[config.mk]
export PLATFORM = sky130hd
export DESIGN_NAME = watch_set_ctrl
export DESIGN_NICKNAME = d
export VERILOG_FILES = /design/src/rtl/watch_set_ctrl.sv
export SDC_FILE = /design/constraint.sdc
export NUM_CORES = 1
export LEC_CHECK = 0
export BUFFER_PORTS_ARGS = -buffer_cell sky130_fd_sc_hd__buf_2
export CAP_MARGIN = 20
export CORE_AREA = 4 4 142 110
export DETAILED_ROUTE_END_ITERATION = 8
export DIE_AREA = 0 0 146 114
export GPL_TIMING_DRIVEN = 0
export PLACE_DENSITY = 0.61
export SLEW_MARGIN = 15
export SYNTH_ARGS = -nofsm -noshare
export SYNTH_HDL_FRONTEND = slang
export SYNTH_SLANG_ARGS = --single-unit
[constraint.sdc]
create_clock -name clk_i -period 2.7 [get_ports clk_i]
set_clock_uncertainty 0.05 [all_clocks]
set_input_delay 0.27 -clock clk_i [delete_from_list [all_inputs] [get_ports clk_i]]
set_output_delay 0.27 -clock clk_i [all_outputs]
set_load 0.05 [all_outputs]
[src/rtl/watch_set_ctrl.sv]
// Watch time-setting controller: freezes the running time, edits hour/minute/second in turn,
// then loads the edited value back into the clock. Drives per-field blink masks for the LCD.
module watch_set_ctrl #(
   parameter int unsigned BLINK_HALF  = 25_000_000,
   parameter int unsigned TIMEOUT_CYC = 500_000_000
) (
   input  logic       clk_i,
   input  logic       rst_i,
   input  logic       btn_mode_i,
   input  logic       btn_up_i,
   input  logic       btn_down_i,
   input  logic [7:0] cur_hour_i,
   input  logic [7:0] cur_minute_i,
   input  logic [7:0] cur_second_i,
   output logic [7:0] set_hour_o,
   output logic [7:0] set_minute_o,
   output logic [7:0] set_second_o,
   output logic       load_o,
   output logic       run_en_o,
   output logic [2:0] blink_mask_o,
   output logic [1:0] mode_o
);

   // Encoding matches the mode output directly.
   typedef enum logic [1:0] {
      StRun  = 2'd0,
      StSetH = 2'd1,
      StSetM = 2'd2,
      StSetS = 2'd3
   } state_e;

   localparam logic [31:0] BlinkLast = 32'(BLINK_HALF - 1);
   localparam logic [31:0] IdleLast  = 32'(TIMEOUT_CYC - 1);
   localparam logic [7:0]  HourMax   = 8'd23;
   localparam logic [7:0]  MinSecMax = 8'd59;

   state_e      state_q, state_d;
   logic [7:0]  hour_q, hour_d;
   logic [7:0]  minute_q, minute_d;
   logic [7:0]  second_q, second_d;
   logic        load_q, load_d;
   logic [31:0] idle_q, idle_d;
   logic [31:0] blink_q, blink_d;
   logic        phase_q, phase_d;
   logic        any_btn;
   logic        edit_ok;

   // Wrapping step; out-of-range values snap to 0 on up and to max on down.
   function automatic logic [7:0] step_field(input logic [7:0] val, input logic [7:0] max,
                                             input logic up);
      logic [7:0] res;
      if (up) begin
         res = (val >= max) ? 8'd0 : val + 8'd1;
      end else begin
         res = ((val == 8'd0) || (val > max)) ? max : val - 8'd1;
      end
      return res;
   endfunction

   // Next-state: mode sequencing, field edits, idle timeout and blink phase.
   always_comb begin
      state_d  = state_q;
      hour_d   = hour_q;
      minute_d = minute_q;
      second_d = second_q;
      load_d   = 1'b0;
      idle_d   = idle_q;
      blink_d  = blink_q;
      phase_d  = phase_q;
      any_btn  = btn_mode_i | btn_up_i | btn_down_i;
      // Up and down together cancel; mode in the same cycle overrides edits.
      edit_ok  = (state_q != StRun) && !btn_mode_i && (btn_up_i ^ btn_down_i);

      if (state_q == StRun) begin
         if (btn_mode_i) begin
            state_d  = StSetH;
            hour_d   = cur_hour_i;
            minute_d = cur_minute_i;
            second_d = cur_second_i;
         end
      end else begin
         if (btn_mode_i) begin
            case (state_q)
               StSetH:  state_d = StSetM;
               StSetM:  state_d = StSetS;
               default: begin
                  state_d = StRun;
                  load_d  = 1'b1;
               end
            endcase
         end else if (edit_ok) begin
            case (state_q)
               StSetH:  hour_d   = step_field(hour_q, HourMax, btn_up_i);
               StSetM:  minute_d = step_field(minute_q, MinSecMax, btn_up_i);
               default: second_d = step_field(second_q, MinSecMax, btn_up_i);
            endcase
         end else if (idle_q == IdleLast) begin
            // Abort without load; edited values are simply never committed.
            state_d = StRun;
         end

         idle_d = any_btn ? 32'd0 : idle_q + 32'd1;

         if (btn_mode_i || edit_ok) begin
            blink_d = 32'd0;
            phase_d = 1'b0;
         end else if (blink_q == BlinkLast) begin
            blink_d = 32'd0;
            phase_d = ~phase_q;
         end else begin
            blink_d = blink_q + 32'd1;
         end
      end

      // Counters sit at zero whenever the clock is running.
      if (state_d == StRun) begin
         idle_d  = 32'd0;
         blink_d = 32'd0;
         phase_d = 1'b0;
      end
   end

   // State and datapath registers with synchronous reset.
   always_ff @(posedge clk_i) begin
      if (rst_i) begin
         state_q  <= StRun;
         hour_q   <= 8'd0;
         minute_q <= 8'd0;
         second_q <= 8'd0;
         load_q   <= 1'b0;
         idle_q   <= 32'd0;
         blink_q  <= 32'd0;
         phase_q  <= 1'b0;
      end else begin
         state_q  <= state_d;
         hour_q   <= hour_d;
         minute_q <= minute_d;
         second_q <= second_d;
         load_q   <= load_d;
         idle_q   <= idle_d;
         blink_q  <= blink_d;
         phase_q  <= phase_d;
      end
   end

   // Output decode from registered state only.
   always_comb begin
      blink_mask_o = 3'b000;
      if (phase_q) begin
         case (state_q)
            StSetH:  blink_mask_o = 3'b100;
            StSetM:  blink_mask_o = 3'b010;
            StSetS:  blink_mask_o = 3'b001;
            default: blink_mask_o = 3'b000;
         endcase
      end
   end

   assign set_hour_o   = hour_q;
   assign set_minute_o = minute_q;
   assign set_second_o = second_q;
   assign load_o       = load_q;
   assign run_en_o     = (state_q == StRun);
   assign mode_o       = state_q;

endmodule

==> out/metrics.cfg, run 1 <==
[setup_path]
crit_path_end_kind = flip-flop
required_ns = 2.88
start_kind = flip-flop
crit_slowest_cell = dfxtp_2
crit_path_frequent_cell = nand4b_1
arrival_ns = 2.73
cp_slowest_stage_delay_ns = 0.39
path_cells = inv_1, ha_2, buf_2, nand4b_1, nor3_2, nand4b_1, a21oi_2, buf_4, buf_6, nor3_1
r2r_slack_ns = 0.14
cp_max_fo = 10
path_class = flip-flop to flip-flop

[detailed_routing]
wl_met1_microns = 8420
met3WireLength_microns = 1370
vias = 5832
vias_per_cell = 5.99
firstDrtPassIters = 5
wl_met2_microns = 6930
wirelength_microns = 16900
top_layer = met4
drc = 0
drt_iter0_drc = 573
wire_per_inst_microns = 17.4
drtAntennaViolNets = 0

[cells_and_area]
drive_above_1_share_pct = 15.2
final_common_cell = dfxtp_1
final_cell_area_sq_mm = 0.00660
diodes = 0
area_growth_pct = 15.6
fin_nets = 835
final_cell_mix = dfxtp_1 (90), nor3_1 (76), buf_2 (65)

[logic_synthesis]
async_flop_share_pct = 0
synth_edf_count = 0
synth-main-ff-cell = dfxtp_1
synthesis.area_sq_mm = 0.00570
syn_area_per_cell_sq_um = 7.98
syn_inst = 715
syn-num-nets = 761
yosysSeqAreaShare_pct = 32.3
synth_seq_cells = 92
synth_cell_type_count = 67
ys_warn_count = 0

[cts]
numCtsBuffers = 9
ctsHoldBuffers = 0
clock_latency_ns = 0.36
htree_num_levels = 3
clkTransAtPathRegs_ns = 0.07
clk_path_buf_depth = 2
clockRootBuffer = clkbuf_16
cts_tree = done
numClockSinks = 92

[power_and_ir_drop]
peakVddDrop_uv = 270
cellLeakagePower_nw = 2.32
seq_power_share_pct = 40.9
p_int_mw = 2.31
p_per_area_mw_per_mm2 = 542
p_switching_mw = 1.26
swShare_pct = 35.4
power_frac_clock_pct = 35.7
power_frac_comb_pct = 23.4

[place]
place.detailed.hpwl_microns = 12500
gp_congestion = 0.958
place_area_sq_mm = 0.00622
io_buffer_count = 57

[timing]
fmaxAchievable_mhz = 391
slew_violations = 0
period_minus_slack_ns = 2.56
hold_violations = 0
post-route-period-util_pct = 94.6
tightest_slew_ns = 0.802
slew_headroom_pct = 46.0
finalSetupViolations = 0
tns_ns = 0

[floorplanning]
die_x_microns = 146
core-area_sq_mm = 0.0142
fp.dieArea_sq_mm = 0.0166
start_util_pct = 40.1
rows = 38
die_h_microns = 114
io_pins = 60

[grt]
grt.overflow.total = 0
grt_start_max_net_pins = 19
first_global_vias = 5260
grt_pass1_wl_microns = 27400
antenna_found_initial = 0
gr-usage-all-layers_pct = 20.1

[run]
max_cap_violations = 0

[hold_path]
hp-class = primary input to flip-flop

[status]
run_status = complete, no violations

-- worst max-delay path, delay by kind of cell, from the launching register on --
kind,cells,cell delay (ns)
buffers and inverters,4,0.71
flip-flops,1,0.39
AO/OA/AOI/OAI,1,0.22
adder cells (fa/ha/maj),1,0.21
AND/OR/NAND/NOR,4,0.86
-- state kept, by name, summed over array words and instances, names as in the netlist --
name          cells
phase_q           1
mode_o            2
set_hour_o        8
set_minute_o      8
blink_q          32
set_second_o      8
idle_q           32
load_o            1
-- power groups by stage --
stage / Sequential [mW] / Clock [mW] / Combinational, mW
after detailed placement: 1.49 / 0 / 0.817
final: 1.46 / 1.28 / 0.837
after CTS: 1.46 / 1.31 / 0.820
after global placement: 1.49 / 0 / 0.808
after global routing: 1.47 / 1.35 / 0.907
after floorplan: 1.61 / 0 / 0.472
-- cell usage after synthesis, drive strengths merged, types with 13 or more instances --
| master | number | area share (%) |
|---|---|---|
| buf | 17 | 2.0 |
| xor2 | 33 | 5.1 |
| nor4 | 26 | 3.2 |
| nand3 | 32 | 2.8 |
| nor2 | 47 | 3.1 |
| dfxtp | 92 | 32 |
| nand2 | 52 | 3.4 |
| and3 | 16 | 1.8 |
| a31oi | 13 | 1.4 |
| or3 | 13 | 1.4 |
| inv | 20 | 1.3 |
| xnor2 | 28 | 4.3 |
| o21ai | 18 | 1.6 |
| nand4 | 31 | 3.7 |
| clkbuf | 31 | 2.0 |
| ha | 17 | 3.7 |
| a21oi | 31 | 2.8 |
| nor3 | 77 | 6.8 |
-- worst paths after layout --
check | start | endpoint | cells after the start
max | mode_o[0]$_SDFF_PP0_ | idle_q[8]$_SDFFE_PP0N_ | 10
min | cur_hour_i[5] | set_hour_o[5]$_SDFFE_PP0P_ | 3
max reg2reg | mode_o[0]$_SDFF_PP0_ | idle_q[8]$_SDFFE_PP0N_ | 10
min reg2reg | set_hour_o[7]$_SDFFE_PP0P_ | set_hour_o[7]$_SDFFE_PP0P_ | 2
-- metal layers --
layer	vias up	GRT usage [%]
met3	22	4.53
met5	-	0
li1	2819	-
met4	0	5.64
met1	2750	30.4
met2	241	28.3
-- area by class of cell --
| type | instances | area [sq um] |
|---|---|---|
| fill | 1410 | 7620 |
| multi-input combinational | 554 | 3590 |
| sequential | 92 | 1840 |
| timing repair buffer | 63 | 330 |
| buffer | 48 | 236 |
| clock buffer | 9 | 225 |
| tap | 180 | 225 |
| inverter | 21 | 78.8 |
| clock inverter | 7 | 65.1 |
-- kinds of logic after synthesis --
| logic type | after synthesis | share of synthesized area, % |
|---|---|---|
| and+or+nand+nor | 347 | 33.3 |
| muxes | 6 | 1.08 |
| adders and majority gates | 17 | 3.73 |
| xor gates and xnor gates | 61 | 9.37 |
| AOI/OAI and AO/OA | 123 | 14.8 |
| buffers and inverters | 69 | 5.42 |
| DFF | 92 | 32.3 |
-- per-stage QoR --
| step | hold WS [ns] | instances | setup slack (ns) | utilization (%) | total power [mW] |
|---|---|---|---|---|---|
| 6_report | 0.0945 | 974 | 0.144 | 46.4 | 3.57 |
| 5_1_grt | 0.117 | 974 | -0.00422 | 46.4 | 3.73 |
| 4_1_cts | 0.0851 | 968 | 0.0150 | 45.8 | 3.59 |
| 3_5_place_dp | 0.425 | 952 | -0.239 | 43.7 | 2.31 |
| 3_3_place_gp | 0.424 | 952 | -0.170 | 43.7 | 2.29 |
| 2_1_floorplan | 0.365 | 715 | 0.112 | - | 2.08 |
-- timing repair --
item                                    in CTS  in global routing
endpoints found under the setup margin      56                 67
pin swaps                                    0                  2
resized for setup                            4                  9
buffers inserted                             0                  6
Power figures use the tool's default switching activity.
==> run 2, diff against run 1 <==
--- a/config.mk
+++ b/config.mk
@@ -5,14 +5,15 @@
 export SDC_FILE = /design/constraint.sdc
 export NUM_CORES = 1
 export LEC_CHECK = 0
+export ABC_CLOCK_PERIOD_IN_PS = 2100
 export BUFFER_PORTS_ARGS = -buffer_cell sky130_fd_sc_hd__buf_2
 export CAP_MARGIN = 20
 export CORE_AREA = 4 4 142 110
 export DETAILED_ROUTE_END_ITERATION = 8
 export DIE_AREA = 0 0 146 114
 export GPL_TIMING_DRIVEN = 0
-export PLACE_DENSITY = 0.61
-export SLEW_MARGIN = 15
+export PLACE_DENSITY = 0.63
+export SLEW_MARGIN = 20
 export SYNTH_ARGS = -nofsm -noshare
 export SYNTH_HDL_FRONTEND = slang
 export SYNTH_SLANG_ARGS = --single-unit
==> constraint.sdc (replaced) <==
create_clock -name clk_i -period 2.1 [get_ports clk_i]
set_clock_uncertainty 0.05 [all_clocks]
set_input_delay 0.21 -clock clk_i [delete_from_list [all_inputs] [get_ports clk_i]]
set_output_delay 0.21 -clock clk_i [all_outputs]
set_load 0.05 [all_outputs]
==> out/metrics.cfg, run 2 (synthesized netlist as in run 1, its figures left out) <==
[status]
run_status = complete, but fails checks
violations = setup timing

[setup_path]
cp_max_fo = 5  ; -5
arrival_ns = 2.40  ; -0.33 ns
crit_path_end_kind = flip-flop
crit_slowest_cell = or4b_4
worstPathBufferInverterCount = 3  ; -1
cp_slowest_stage_delay_ns = 0.54  ; +0.15 ns
critPathTopFamily = simple AND/OR/NAND/NOR gates
start_kind = flip-flop
path_class = flip-flop to flip-flop
r2r_slack_ns = -0.13  ; -0.27 ns
required_ns = 2.27  ; -0.61 ns
path_cells = or4b_4, nor4_4, nand4b_1, a21oi_2, buf_6, buf_12, clkbuf_16, nor3_1

[cells_and_area]
fin_nets = 868  ; +4.0%
drive_above_1_share_pct = 27.7  ; +12 points
post-route-util_pct = 51.8  ; +5.4 points
area_growth_pct = 29.0
diodes = 0  ; unchanged
final_cells = 1007  ; +3.4%
final_cell_area_sq_mm = 0.00736  ; +12%
reg.largest.list = blink_q (32), idle_q (32)
final_cell_mix = dfxtp_1 (81), buf_2 (61), nand2_1 (51)
final_common_cell = dfxtp_1

[hold_path]
hp-class = primary input to flip-flop

[grt]
first_global_vias = 5637  ; +7.2%
grt_pass1_wl_microns = 29500  ; +7.8%
grt_start_max_net_pins = 16  ; -3
antenna_found_initial = 0  ; unchanged
gr-usage-all-layers_pct = 21.7  ; +1.6 points
grt.overflow.total = 0  ; unchanged

[detailed_routing]
drtAntennaViolNets = 0  ; unchanged
vias_per_cell = 6.11  ; +2.0%
drt_iter0_drc = 623  ; +8.7%
drc = 0  ; unchanged
firstDrtPassIters = 5  ; unchanged
vias = 6148  ; +5.4%
wirelength_microns = 18300  ; +8.3%
wire_per_inst_microns = 18.2  ; +4.8%

[timing]
hold_violations = 0  ; unchanged
fmaxAchievable_mhz = 449  ; +15%
rsz0062_at_grt = true
finalSetupViolations = 56  ; +56
slew_headroom_pct = 51.5  ; +5.6 points
slew_violations = 0  ; unchanged
worst_slack_ns = -0.125  ; -0.270 ns
tightest_slew_ns = 0.727  ; -0.0753 ns
period_minus_slack_ns = 2.23  ; -0.330 ns
post-route-period-util_pct = 106  ; +11 points
tns_ns = -4.48  ; -4.48 ns

[place]
placedCellCount = 952  ; unchanged
place.detailed.hpwl_microns = 12800  ; +3.0%
gp_congestion = 0.953  ; -0.62%
io_buffer_count = 57  ; unchanged
place_area_sq_mm = 0.00635  ; +2.1%

[power_and_ir_drop]
peakVddDrop_uv = 395  ; +46%
cellLeakagePower_nw = 2.66  ; +15%
p_per_area_mw_per_mm2 = 664  ; +23%
p_total_mw = 4.89  ; +37%

[floorplanning]
io_pins = 60  ; unchanged
start_util_pct = 40.1  ; unchanged
core-area_sq_mm = 0.0142  ; unchanged
rows = 38  ; unchanged
fp.dieArea_sq_mm = 0.0166  ; unchanged
die_h_microns = 114  ; unchanged
die_x_microns = 146  ; unchanged

[cts]
clkTransAtPathRegs_ns = 0.07  ; about the same
numClockSinks = 92  ; unchanged
clock_latency_ns = 0.36  ; about the same
clk_path_buf_depth = 2  ; unchanged
clockRootBuffer = clkbuf_16
numCtsBuffers = 9  ; unchanged
cts_tree = done
htree_num_levels = 3  ; unchanged

[run]
max_cap_violations = 0  ; unchanged

[run 2: layout make-up]
| class | instances | area, sq um |
|---|---|---|
| Multi-Input combinational cell | 554 | 3910 |
| Clock inverter | 5 | 57.6 |
| Timing Repair Buffer | 101 | 711 |
| Fill cell | 1343 | 6860 |
| Tap cell | 180 | 225 |
| Inverter | 21 | 83.8 |
| Buffer | 43 | 255 |
| Sequential cell | 92 | 1860 |
| Clock buffer | 11 | 253 |
[run 2: stage by stage]
stage               hold slack, ns  setup WS [ns]
floorplan                    0.305         -0.110
global placement             0.407         -0.488
detailed placement           0.403         -0.494
CTS                         0.0393         -0.127
global route                0.0560         -0.194
finish                      0.0425         -0.125
[run 2: report_power, final]
group,switching (mW),leakage (nW),internal (mW)
combinational,0.816,1.76,0.456
sequential,0.0894,0.752,1.80
clock,0.736,0.156,0.993
total,1.64,2.66,3.25
[run 2: path summary, 6_finish.rpt]
path,endpoint,cells past startpoint,from
setup / recovery,idle_q[31]$_SDFFE_PP0N_,8,idle_q[17]$_SDFFE_PP0N_
hold / removal,set_hour_o[7]$_SDFFE_PP0P_,3,cur_hour_i[7]
setup reg to reg,idle_q[31]$_SDFFE_PP0N_,8,idle_q[17]$_SDFFE_PP0N_
hold reg to reg,set_hour_o[7]$_SDFFE_PP0P_,2,set_hour_o[7]$_SDFFE_PP0P_
[run 2: routing by layer]
metal  track usage [%]  wire length [microns]  share of wire (%)  vias to the layer above
met4              6.45                    382                2.1                        0
met3              5.32                   1530                8.4                       34
met5                 0                      0                  0                        -
met1              31.4                   8580                 47                     2954
met2              32.0                   7840                 43                      281
li1                  -                      -                  -                     2879
[run 2: timing repair]
action,in CTS,in global routing
hold buffers,0,0
gates cloned,2,2
pin swaps,16,13
gates resized for setup,39,68
endpoints found under the setup margin,91,87
buffers inserted,26,14
[run 2: worst reg2reg max path: stages, from the launching register on]
cell	delay (ns)
dfxtp_2	0.32
or4b_4	0.54
nor4_4	0.26
nand4b_1	0.20
a21oi_2	0.24
buf_6	0.14
buf_12	0.13
clkbuf_16	0.15
nor3_1	0.05
==> run 3, diff against run 2 <==
--- a/config.mk
+++ b/config.mk
@@ -5,12 +5,13 @@
 export SDC_FILE = /design/constraint.sdc
 export NUM_CORES = 1
 export LEC_CHECK = 0
+export ABC_AREA = 1
 export ABC_CLOCK_PERIOD_IN_PS = 2100
 export BUFFER_PORTS_ARGS = -buffer_cell sky130_fd_sc_hd__buf_2
 export CAP_MARGIN = 20
-export CORE_AREA = 4 4 142 110
+export CORE_AREA = 4 4 155 120
 export DETAILED_ROUTE_END_ITERATION = 8
-export DIE_AREA = 0 0 146 114
+export DIE_AREA = 0 0 159 124
 export GPL_TIMING_DRIVEN = 0
 export PLACE_DENSITY = 0.63
 export SLEW_MARGIN = 20
==> out/metrics.cfg, run 3 <==
[logic_synthesis]
synth-main-ff-cell = dfxtp_1
synth_mux_area_share_pct = 0  ; -1.1 points
synth_top_cells_by_area = dfxtp_1 (27%), nand2_1 (19%), nor2_1 (12%)
synth_most_common_cell = nand2_1
synth_fa_ha_area_share_pct = 3.09  ; -0.64 points
ys_warn_count = 0  ; unchanged
synthesis.area_sq_mm = 0.00688  ; +21%
yosysSeqAreaShare_pct = 26.8  ; -5.5 points
synthTopCellsByCount = nand2_1 (345), nor2_1 (228), inv_1 (139)
yosysTopAreaCell = dfxtp_1
syn_area_per_cell_sq_um = 5.74  ; -28%
synth_top_area_share_pct = 26.8  ; -5.5 points
synth_compound_area_share_pct = 9.23  ; -5.6 points
synth_edf_count = 0  ; unchanged
syn_inst = 1198  ; +68%
synth-xor-area-share_pct = 3.18  ; -6.2 points
async_flop_share_pct = 0  ; unchanged
syn-num-nets = 1244  ; +63%
synth-simple-area-share_pct = 46.8  ; +14 points
synth_cell_type_count = 35  ; -48%
synth_top_family_by_area = simple AND/OR/NAND/NOR gates
synth_seq_cells = 92  ; unchanged

[cells_and_area]
fillers = 1831  ; +36%
drive_above_1_share_pct = 15.2  ; -13 points
final_cell_area_sq_mm = 0.00818  ; +11%
seqCellArea_sq_mm = 0.00185  ; -0.60%
area_growth_pct = 19.0
final_common_cell = nand2_1
reg.largest.list = blink_q (32), idle_q (32)
post-route-util_pct = 47.6  ; -4.2 points
final_cell_mix = nand2_1 (325), nor2_1 (215), inv_1 (133)
fin_nets = 1334  ; +54%
multi_input_area_sq_mm = 0.00442  ; +13%

[setup_path]
required_ns = 2.30  ; +0.03 ns
reg2reg_depth = 12  ; +4
worstReg2RegStart = mode_o[1]$_SDFF_PP0_
r2r-end = blink_q[23]$_SDFFE_PP0N_
arrival_ns = 2.27  ; -0.13 ns
path_class = flip-flop to flip-flop
crit_path_end_kind = flip-flop
r2r_slack_ns = 0.03  ; +0.15 ns
setup.worst_path.start = mode_o[1]$_SDFF_PP0_
start_kind = flip-flop
cp_max_fo = 9  ; +4

[timing]
post-route-period-util_pct = 98.7  ; -7.3 points
period_minus_slack_ns = 2.07  ; -0.153 ns
fmaxAchievable_mhz = 483  ; +7.4%
slew_violations = 0  ; unchanged
tightest_slew_ns = 0.605  ; -0.122 ns
hold_violations = 0  ; unchanged
tns_ns = 0  ; +4.48 ns
slew_headroom_pct = 59.7  ; +8.1 points
worst_slack_ns = 0.0279  ; +0.153 ns
finalSetupViolations = 0  ; -100%
rsz0062_at_grt = true

[place]
gp_congestion = 0.919  ; -3.5%
place.detailed.hpwl_microns = 16400  ; +28%
post-place-ws_ns = -0.261  ; +0.234 ns
place_area_sq_mm = 0.00746  ; +17%
io_buffer_count = 59  ; +3.5%

[power_and_ir_drop]
peakVddDrop_uv = 309  ; -22%
cellLeakagePower_nw = 3.59  ; +35%
p_per_area_mw_per_mm2 = 582  ; -12%

[status]
run_status = complete, no violations

[grt]
gr-usage-all-layers_pct = 21.3  ; -0.34 points
grt_pass1_wl_microns = 34000  ; +15%
grt.overflow.total = 0  ; unchanged
antenna_found_initial = 1  ; +1
first_global_vias = 6571  ; +17%
grt_start_max_net_pins = 15  ; -1

[floorplanning]
start_util_pct = 40.0  ; -0.11 points
rows = 42  ; +11%
core-area_sq_mm = 0.0172  ; +21%
fp.dieArea_sq_mm = 0.0197  ; +18%
die_h_microns = 124  ; +8.8%
io_pins = 60  ; unchanged
die_x_microns = 159  ; +8.9%

[cts]
numClockSinks = 92  ; unchanged
cts_tree = done
clock_latency_ns = 0.35  ; about the same
htree_num_levels = 3  ; unchanged
clk_path_buf_depth = 2  ; unchanged
clkTransAtPathRegs_ns = 0.07  ; about the same
clockRootBuffer = clkbuf_16
numCtsBuffers = 9  ; unchanged

[hold_path]
hold_path.startpoint = cur_second_i[2]
hp-class = primary input to flip-flop
whs_path_depth = 3  ; unchanged
whs_endpoint = set_second_o[2]$_SDFFE_PP0P_

[detailed_routing]
drtAntennaViolNets = 0  ; unchanged
drc = 0  ; unchanged
firstDrtPassIters = 5  ; unchanged
vias = 7797  ; +27%
vias_per_cell = 5.15  ; -16%
wire_per_inst_microns = 14.7  ; -19%
wirelength_microns = 22200  ; +21%
drt_iter0_drc = 882  ; +42%

[run]
max_cap_violations = 0  ; unchanged

## run 3: cell count changes in the layout (fill, tap and decap cells not counted), moves of 23 or more
cell | before | now
nor3_2 | 25 | 1
a21oi_1 | 25 | 51
o21ai_0 | 13 | 52
nand2_1 | 51 | 325
nor2_1 | 44 | 215
inv_1 | 16 | 133
xnor2_1 | 28 | 5
nor3_1 | 48 | 16
nand3_1 | 31 | 95
## run 3: layout make-up
| type | count | share of cell area, % |
|---|---|---|
| diodes | 1 | 0.0306 |
| plain buffers | 40 | 3.24 |
| clock buffers | 14 | 3.23 |
| clock inverters | 2 | 0.122 |
| inverters | 144 | 6.82 |
| multi-input cells | 922 | 54.0 |
| flip-flops and latches | 92 | 22.6 |
| well taps | 220 | 3.36 |
| repair buffers | 78 | 6.42 |
| repair inverters | 1 | 0.107 |
## run 3: how the worst max path moves through the flow
| stage | endpoint | slack, ns | depth (start not counted) |
|---|---|---|---|
| floorplan | idle_q[16]$_SDFFE_PP0N_ | 0.02 | 16 |
| global route | idle_q[11]$_SDFFE_PP0N_ | -0.09 | 16 |
| detailed placement | set_minute_o[1]$_SDFFE_PP0P_ | -0.26 | 9 |
| CTS | idle_q[11]$_SDFFE_PP0N_ | 0.02 | 16 |
| global placement | set_minute_o[1]$_SDFFE_PP0P_ | -0.25 | 9 |
| finish | blink_q[23]$_SDFFE_PP0N_ | 0.03 | 12 |
## run 3: cells by family after synthesis
| logic type | count (synthesis) |
|---|---|
| AOI/OAI and AO/OA | 119 |
| xor gates and xnor gates | 25 |
| DFF | 92 |
| adders and majority gates | 17 |
| buffers and inverters | 184 |
| and+or+nand+nor | 761 |
## run 3: repair_timing
action | in CTS | in global routing
setup endpoints to repair | 86 | 73
hold buffers | 0 | 0
resized for setup | 12 | 71
gates cloned | 0 | 6
buffers inserted | 3 | 11
pin swaps | 1 | 7
## run 3: report_power, final
group | switching [mW] | internal, mW
registers | 0.0687 | 1.80
clock network | 0.723 | 0.867
logic | 0.882 | 0.422
## run 3: critical path: stages, from the launching register on
cell,delay [ns]
dfxtp_4,0.34
inv_2,0.10
ha_4,0.18
inv_4,0.04
nand2_1,0.10
nor2_4,0.05
nor2_4,0.28
nand4_1,0.17
nand2_1,0.20
nand2_8,0.14
clkinv_8,0.12
clkbuf_16,0.16
nor2_1,0.04
## run 3: stage by stage
step	hold WS, ns	power [mW]	cells
after global placement	0.426	3.05	1477
after CTS	0.0966	4.64	1496
after global routing	0.129	4.98	1514
final	0.101	4.76	1514
after detailed placement	0.430	3.05	1477
after floorplan	0.346	2.72	1198
## run 3: metal layers
metal  share of wire [%]  vias to the layer above  GRT usage (%)
met2                  42                      270           32.7
met1                  49                     3520           31.6
li1                    -                     3981              -
met3                 8.1                       26           3.57
met5                   0                        -              0
met4                 1.5                        0           4.61
